`src/rtl/mem_access_unit.sv`:
```
// mem_access_unit: memory stage issuing aligned 64-bit load/store requests and registering writeback fields.
// Optional response watchdog enabled by defining MAU_RSP_TIMEOUT_EN.
module mem_access_unit #(
  parameter int XLEN           = 64,
  parameter int TIMEOUT_CYCLES = 256
) (
  input  logic            clk_i,
  input  logic            resetn_i,
  input  logic            ex_valid_i,
  output logic            ex_ready_o,
  input  logic            ex_load_i,
  input  logic            ex_store_i,
  input  logic [XLEN-1:0] ex_alu_res_i,
  input  logic [XLEN-1:0] ex_store_data_i,
  input  logic [1:0]      ex_byte_en_i,
  input  logic            ex_zero_extnd_i,
  input  logic [XLEN-1:0] ex_imm_i,
  input  logic [XLEN-1:0] ex_pc_i,
  input  logic [1:0]      ex_rf_wr_data_src_i,
  output logic            dmem_req_o,
  output logic            dmem_we_o,
  output logic [XLEN-1:0] dmem_addr_o,
  output logic [XLEN-1:0] dmem_wdata_o,
  output logic [7:0]      dmem_wstrb_o,
  input  logic            dmem_gnt_i,
  input  logic            dmem_rvalid_i,
  input  logic [XLEN-1:0] dmem_rdata_i,
  output logic            wb_valid_o,
  output logic [XLEN-1:0] wb_alu_res_o,
  output logic [XLEN-1:0] wb_data_mem_rd_o,
  output logic [XLEN-1:0] wb_imm_o,
  output logic [XLEN-1:0] wb_pc_o,
  output logic [1:0]      wb_rf_wr_data_src_o,
  output logic [1:0]      wb_byte_en_o,
  output logic            wb_zero_extnd_o,
  output logic [2:0]      wb_row_idx_o,
  output logic            wb_misalign_o,
  output logic            wb_bus_err_o
);
  typedef enum logic [1:0] {IDLE, REQ, RSP} state_t;
  state_t r_state, w_next;
  logic [XLEN-1:0] r_alu, r_imm, r_pc;
  logic [1:0] r_src, r_be;
  logic r_zext;
  logic w_accept, w_mem, w_mis, w_fast, w_issue, w_st_done, w_ld_done, w_tmo, w_done;
  logic [2:0] w_off;
  logic [7:0] w_strb;
  assign w_off     = ex_alu_res_i[2:0];
  assign w_accept  = ex_valid_i && r_state == IDLE;
  assign w_mem     = ex_load_i || ex_store_i;
  assign w_mis     = w_mem && ((ex_byte_en_i == 2'd1 && w_off[0]) ||
                               (ex_byte_en_i == 2'd2 && |w_off[1:0]) ||
                               (ex_byte_en_i == 2'd3 && |w_off));
  assign w_fast    = w_accept && (!w_mem || w_mis);
  assign w_issue   = w_accept && w_mem && !w_mis;
  assign w_st_done = r_state == REQ && dmem_gnt_i && dmem_we_o;
  assign w_ld_done = r_state == RSP && dmem_rvalid_i;
  assign w_done    = w_st_done || w_ld_done || w_tmo;
  assign w_strb    = ex_byte_en_i == 2'd0 ? 8'h01 : ex_byte_en_i == 2'd1 ? 8'h03 :
                     ex_byte_en_i == 2'd2 ? 8'h0F : 8'hFF;
  assign ex_ready_o = r_state == IDLE;
  assign dmem_req_o = r_state == REQ;
`ifdef MAU_RSP_TIMEOUT_EN
  localparam int CW = $clog2(TIMEOUT_CYCLES + 1);
  logic [CW-1:0] r_cnt;
  // A grant or response in the final watchdog cycle still wins over the timeout.
  assign w_tmo = r_state != IDLE && r_cnt == CW'(TIMEOUT_CYCLES - 1) &&
                 !(r_state == REQ && dmem_gnt_i) && !w_ld_done;
  always_ff @(posedge clk_i or negedge resetn_i) begin
    if (!resetn_i) r_cnt <= '0;
    else r_cnt <= (r_state == IDLE || w_next != r_state) ? '0 : r_cnt + 1'b1;
  end
`else
  assign w_tmo = 1'b0;
`endif
  always_comb begin
    w_next = r_state;
    case (r_state)
      IDLE:    w_next = w_issue ? REQ : IDLE;
      REQ:     w_next = dmem_gnt_i ? (dmem_we_o ? IDLE : RSP) : (w_tmo ? IDLE : REQ);
      RSP:     w_next = (dmem_rvalid_i || w_tmo) ? IDLE : RSP;
      default: w_next = IDLE;
    endcase
  end
  always_ff @(posedge clk_i or negedge resetn_i) begin
    if (!resetn_i) r_state <= IDLE;
    else r_state <= w_next;
  end
  always_ff @(posedge clk_i or negedge resetn_i) begin
    if (!resetn_i) begin
      {r_alu, r_imm, r_pc, r_src, r_be, r_zext} <= '0;
      {dmem_we_o, dmem_addr_o, dmem_wdata_o, dmem_wstrb_o} <= '0;
      {wb_valid_o, wb_alu_res_o, wb_data_mem_rd_o, wb_imm_o, wb_pc_o} <= '0;
      {wb_rf_wr_data_src_o, wb_byte_en_o, wb_zero_extnd_o, wb_row_idx_o} <= '0;
      {wb_misalign_o, wb_bus_err_o} <= '0;
    end else begin
      wb_valid_o <= w_fast || w_done;
      if (w_accept) begin
        r_alu  <= ex_alu_res_i;
        r_imm  <= ex_imm_i;
        r_pc   <= ex_pc_i;
        r_src  <= ex_rf_wr_data_src_i;
        r_be   <= ex_byte_en_i;
        r_zext <= ex_zero_extnd_i;
      end
      if (w_issue) begin
        dmem_addr_o  <= {ex_alu_res_i[XLEN-1:3], 3'b000};
        dmem_we_o    <= ex_store_i;
        dmem_wdata_o <= ex_store_i ? ex_store_data_i << {w_off, 3'b000} : '0;
        dmem_wstrb_o <= ex_store_i ? w_strb << w_off : 8'h00;
      end
      // Single-cycle completions take fields straight from execute; memory ones from the holding registers.
      if (w_fast) begin
        wb_alu_res_o        <= ex_alu_res_i;
        wb_imm_o            <= ex_imm_i;
        wb_pc_o             <= ex_pc_i;
        wb_rf_wr_data_src_o <= ex_rf_wr_data_src_i;
        wb_byte_en_o        <= ex_byte_en_i;
        wb_zero_extnd_o     <= ex_zero_extnd_i;
        wb_row_idx_o        <= w_off;
        wb_misalign_o       <= w_mis;
        wb_bus_err_o        <= 1'b0;
      end else if (w_done) begin
        wb_alu_res_o        <= r_alu;
        wb_imm_o            <= r_imm;
        wb_pc_o             <= r_pc;
        wb_rf_wr_data_src_o <= r_src;
        wb_byte_en_o        <= r_be;
        wb_zero_extnd_o     <= r_zext;
        wb_row_idx_o        <= r_alu[2:0];
        wb_misalign_o       <= 1'b0;
        wb_bus_err_o        <= w_tmo;
      end
      if (w_ld_done) wb_data_mem_rd_o <= dmem_rdata_i;
    end
  end
endmodule

```
`config.mk`:
```
export PLATFORM = sky130hd
export DESIGN_NAME = mem_access_unit
export DESIGN_NICKNAME = d
export VERILOG_FILES = /design/src/rtl/mem_access_unit.sv
export SDC_FILE = /design/constraint.sdc
export NUM_CORES = 1
export LEC_CHECK = 0
export BUFFER_PORTS_ARGS = -buffer_cell sky130_fd_sc_hd__buf_2
export CORE_ASPECT_RATIO = 0.5
export CORE_MARGIN = 3
export CORE_UTILIZATION = 35
export CTS_BUF_LIST = sky130_fd_sc_hd__clkbuf_4 sky130_fd_sc_hd__clkbuf_8
export CTS_CLUSTER_SIZE = 8
export DETAILED_ROUTE_END_ITERATION = 6
export PLACE_DENSITY = 0.65
export SYNTH_ARGS = -nofsm -noshare
export SYNTH_HDL_FRONTEND = slang
export SYNTH_SLANG_ARGS = --single-unit
export TNS_END_PERCENT = 1
```
`constraint.sdc`:
```
create_clock -name clk_i -period 2.69 [get_ports clk_i]
set_clock_uncertainty 0.1 [all_clocks]
set_input_delay 0.4035 -clock clk_i [delete_from_list [all_inputs] [get_ports clk_i]]
set_output_delay 0.4035 -clock clk_i [all_outputs]
set_load 0.02 [all_outputs]
```
==> impl_metrics.csv <==
group,metric,value,unit
status,status,"completed",
setup_path,crit_top_cell,"mux2_2",
route,vias,19500,
power,intPower,23400,uW
setup_path,rr_endpoint,"wb_alu_res_o[54]",
clocking,cts_tree,"yes",
setup_path,start_kind,"register",
clocking,hold_buffers,294,
grt,grt_pass1_vias,20400,
final_layout,final_layout_size_suffix_gt1_share,59.3,%
logic_synthesis,yosys_warnings,0,
worst_hold_path,hold_end,"dmem_wdata_o[44]",
setup_path,critPathKind,"register to register",
floorplan,rows,70,
clocking,clock_latency,0.73,ns
logic_synthesis,synth_edf_count,0,
setup_path,worstPathBufferInverterCount,2,
floorplan,start_util,35.7,%
grt,grt_pass1_wl,131000,um
worst_hold_path,hp-class,"input pin to register",
floorplan,coreArea,0.0737,mm2
power,netSwitchingPower,13900,uW
power,pwr-share-clk,20.7,%
logic_synthesis,yosys.cell_types.count,51,
timing,post-route-min-period,2.40,ns
timing,period_share,89.2,%
timing,tightest_slew,1.06,ns
clocking,htreeDepth,3,
clocking,clk_path_buf_depth,3,
setup_path,r2r-start,"r_state[1]",
clocking,cts-buffers-inserted,92,
grt,grt_usage,22.0,%
route,drc,0,
setup_path,crit_path_top_delay_cell,"dfrtp_1",
floorplan,die_y,200,um
setup_path,r2r.worst_path.cells,6,
worst_hold_path,hp-start,"ex_store_data_i[44]",
setup_path,path_cells,"nand4b_1, nand2_8, buf_12, buf_4, mux2_2, mux2_2",
setup_path,r2r_slack,0.29,ns
setup_path,arrival,2.91,ns
logic_synthesis,ys.flop_type,"dfrtp_1",
setup_path,slowest_delay,0.47,ns
placed_design,hpwl,64800,um
logic_synthesis,async_reset_ff_share,100,%
route,viasPerCell,4.97,
clocking,cts.sinks,596,
power,p_sw_share,37.3,%
run,drv_cap,0,
timing,hold_viol,0,
final_layout,nets,3177,
floorplan,fp.dieW,394,um
worst_hold_path,worstHoldPathCells,4,
route,drt-pass1-iter-count,5,
setup_path,cp_top_family,"simple AND/OR/NAND/NOR gates",
clocking,cts-resized-gates,0,
power,p_leak,0.0166,uW
power,p_seq_share,38.9,%
power,pwr_density_cell,1030,mW/mm2
floorplan,die-area,0.0786,mm2
power,pwr-share-comb,40.4,%
logic_synthesis,avgSynthCellArea,14.7,um2
setup_path,end_kind,"register",
timing,max_freq,0.417,GHz
power,p_total,37300,uW
logic_synthesis,syn_inst,1786,
timing,rsz0062_at_grt,"no",
final_layout,utilization,49.0,%
clocking,postCtsSetupBuffers,0,
logic_synthesis,ys_ff_latch,596,
final_layout,area_growth,37.5,%
floorplan,io_pins,738,
timing,max_slew_margin,29.1,%
clocking,cts-root-buf,"clkbuf_8",
route,detail_route.wl_per_cell,22.8,um
placed_design,gp_congestion,0.929,
timing,fin_tns_setup,0,ns
timing,finalMaxSlewViolations,0,
setup_path,cp.required,3.20,ns
setup_path,cp_max_fo,15,
route,drt_iter0_drc,1087,
grt,antenna_found_initial,11,
grt,gr-total-overflow,0,
grt,grt_max_degree,83,
logic_synthesis,yosysSeqAreaShare,56.7,%
route,detail-route-antenna-nets,0,
logic_synthesis,synth_area,0.0263,mm2
timing,setup_viol,0,
route,drt_wl_total,89400,um
placed_design,portBuffers,733,
power,ir_worst_vdd,414,uV
clocking,clk_pin_slew_worst_paths,0.08,ns
timing,whs,0.0608,ns
## cell type report
type                    count  area, um2
diodes                     11       27.5
clock buffers             137       1690
clock inverters             9        105
fillers                  6483      37500
inverters                   7       26.3
multi-input cells        1057      10600
flip-flops and latches    596      14900
well taps                1008       1260
repair buffers           1091       7500
## cells in the mapped netlist, types with 2 or more instances
library cell,number,area [um2]
buf_2,56,280
a2bb2oi_1,8,70.1
mux2_2,745,8390
o311ai_0,7,61.3
nor2_2,3,18.8
inv_1,7,26.3
mux2i_1,34,340
o21a_1,2,15.0
o31ai_1,7,52.6
a221oi_1,9,78.8
o22ai_1,16,100
nor3_1,2,10.0
dfrtp_1,596,14900
or2_2,11,68.8
clkbuf_1,21,78.8
o21ai_0,37,185
a22o_1,28,245
nand2b_1,5,31.3
mux2_1,2,22.5
buf_4,15,113
nand2_1,63,236
buf_6,22,248
a21oi_1,13,65.1
buf_1,14,52.6
mux4_2,8,180
nor2b_1,3,18.8
a32o_1,8,80.1
nor2_1,20,75.1
o22a_1,2,17.5
## tightest hold or removal path, delay by kind of cell
kind / cells / cell delay (ns)
compound gates: 2 / 0.22
buf+inv: 1 / 0.09
mux: 1 / 0.16
## power groups by stage
| stage | clock network (uW) | registers (uW) | logic (uW) |
|---|---|---|---|
| 2_1_floorplan | 0 | 17500 | 6030 |
| 5_1_grt | 8330 | 14900 | 15900 |
| 6_report | 7740 | 14500 | 15100 |
| 4_1_cts | 7970 | 14500 | 15200 |
| 3_3_place_gp | 0 | 14500 | 14500 |
| 3_5_place_dp | 0 | 14600 | 14800 |
## state kept, by name (all words and copies together) (netlist names), 2 cells and up
name,count
dmem_wdata_o,64
r_alu,64
r_imm,64
r_pc,64
wb_alu_res_o,64
wb_data_mem_rd_o,64
wb_imm_o,64
wb_pc_o,64
dmem_addr_o,61
dmem_wstrb_o,8
r_be,2
r_src,2
r_state,2
wb_byte_en_o,2
wb_rf_wr_data_src_o,2
## cell usage in the layout, fill, tap and decap left out, types with 2 or more instances in the layout
cell type and count:
dfrtp_1 596, nor2_2 3, mux2_2 745, nand2b_1 5
clkbuf_8 106, mux2i_1 34, o22a_1 2, diode_2 11
inv_1 7, a21oi_1 13, clkbuf_4 31, nor2b_1 3
a221oi_1 9, buf_12 32, a32o_1 8, nor2_1 20
buf_4 32, dlygate4sd3_1 294, mux4_2 8, nor3_1 2
clkinv_2 3, nand2_1 63, conb_1 4, buf_2 732
o31ai_1 7, a2bb2oi_1 8, a22o_1 28, clkinv_8 2
o311ai_0 7, o21a_1 2, o21ai_0 37, o22ai_1 16
mux2_1 2, or2_2 11
## worst max-delay path by stage
stage | start | to | cells after the start
after detailed placement | ex_byte_en_i[0] | dmem_addr_o[30] | 6
after global routing | r_state[1] | wb_pc_o[53] | 6
after global placement | ex_byte_en_i[0] | dmem_addr_o[28] | 6
final | r_state[1] | wb_alu_res_o[54] | 6
after CTS | r_state[1] | wb_alu_res_o[54] | 6
after floorplan | r_state[1] | wb_alu_res_o[44] | 7
## cell families (layout without fill, tap and decap cells)
| logic type | after synthesis | in the layout | share of synthesized area [%] |
|---|---|---|---|
| multiplexers | 789 | 789 | 34.0 |
| AND/OR/NAND/NOR | 114 | 114 | 2.03 |
| other | 1 | 15 | 0.0143 |
| AO/OA/AOI/OAI | 150 | 150 | 4.17 |
| flip-flops | 596 | 596 | 56.7 |
| buffers and inverters | 136 | 1244 | 3.06 |
## stage by stage
step           std cells  setup WS (ns)  cell area, um2
2_1_floorplan       1789          0.607           26300
3_3_place_gp        3465          0.269           31400
3_5_place_dp        3465          0.259           31400
4_1_cts             3905          0.270           36100
5_1_grt             3913          0.198           36100
6_report            3916          0.289           36100
## metal layers
metal | vias to the layer above | track usage, % | routed length, um
li1 | 8600 | - | -
met2 | 561 | 37.1 | 44800
met4 | 2 | 10.5 | 4520
met5 | - | 0 | 13
met3 | 238 | 4.99 | 4650
met1 | 10100 | 27.0 | 35500
(Power assumes the default switching activity.)
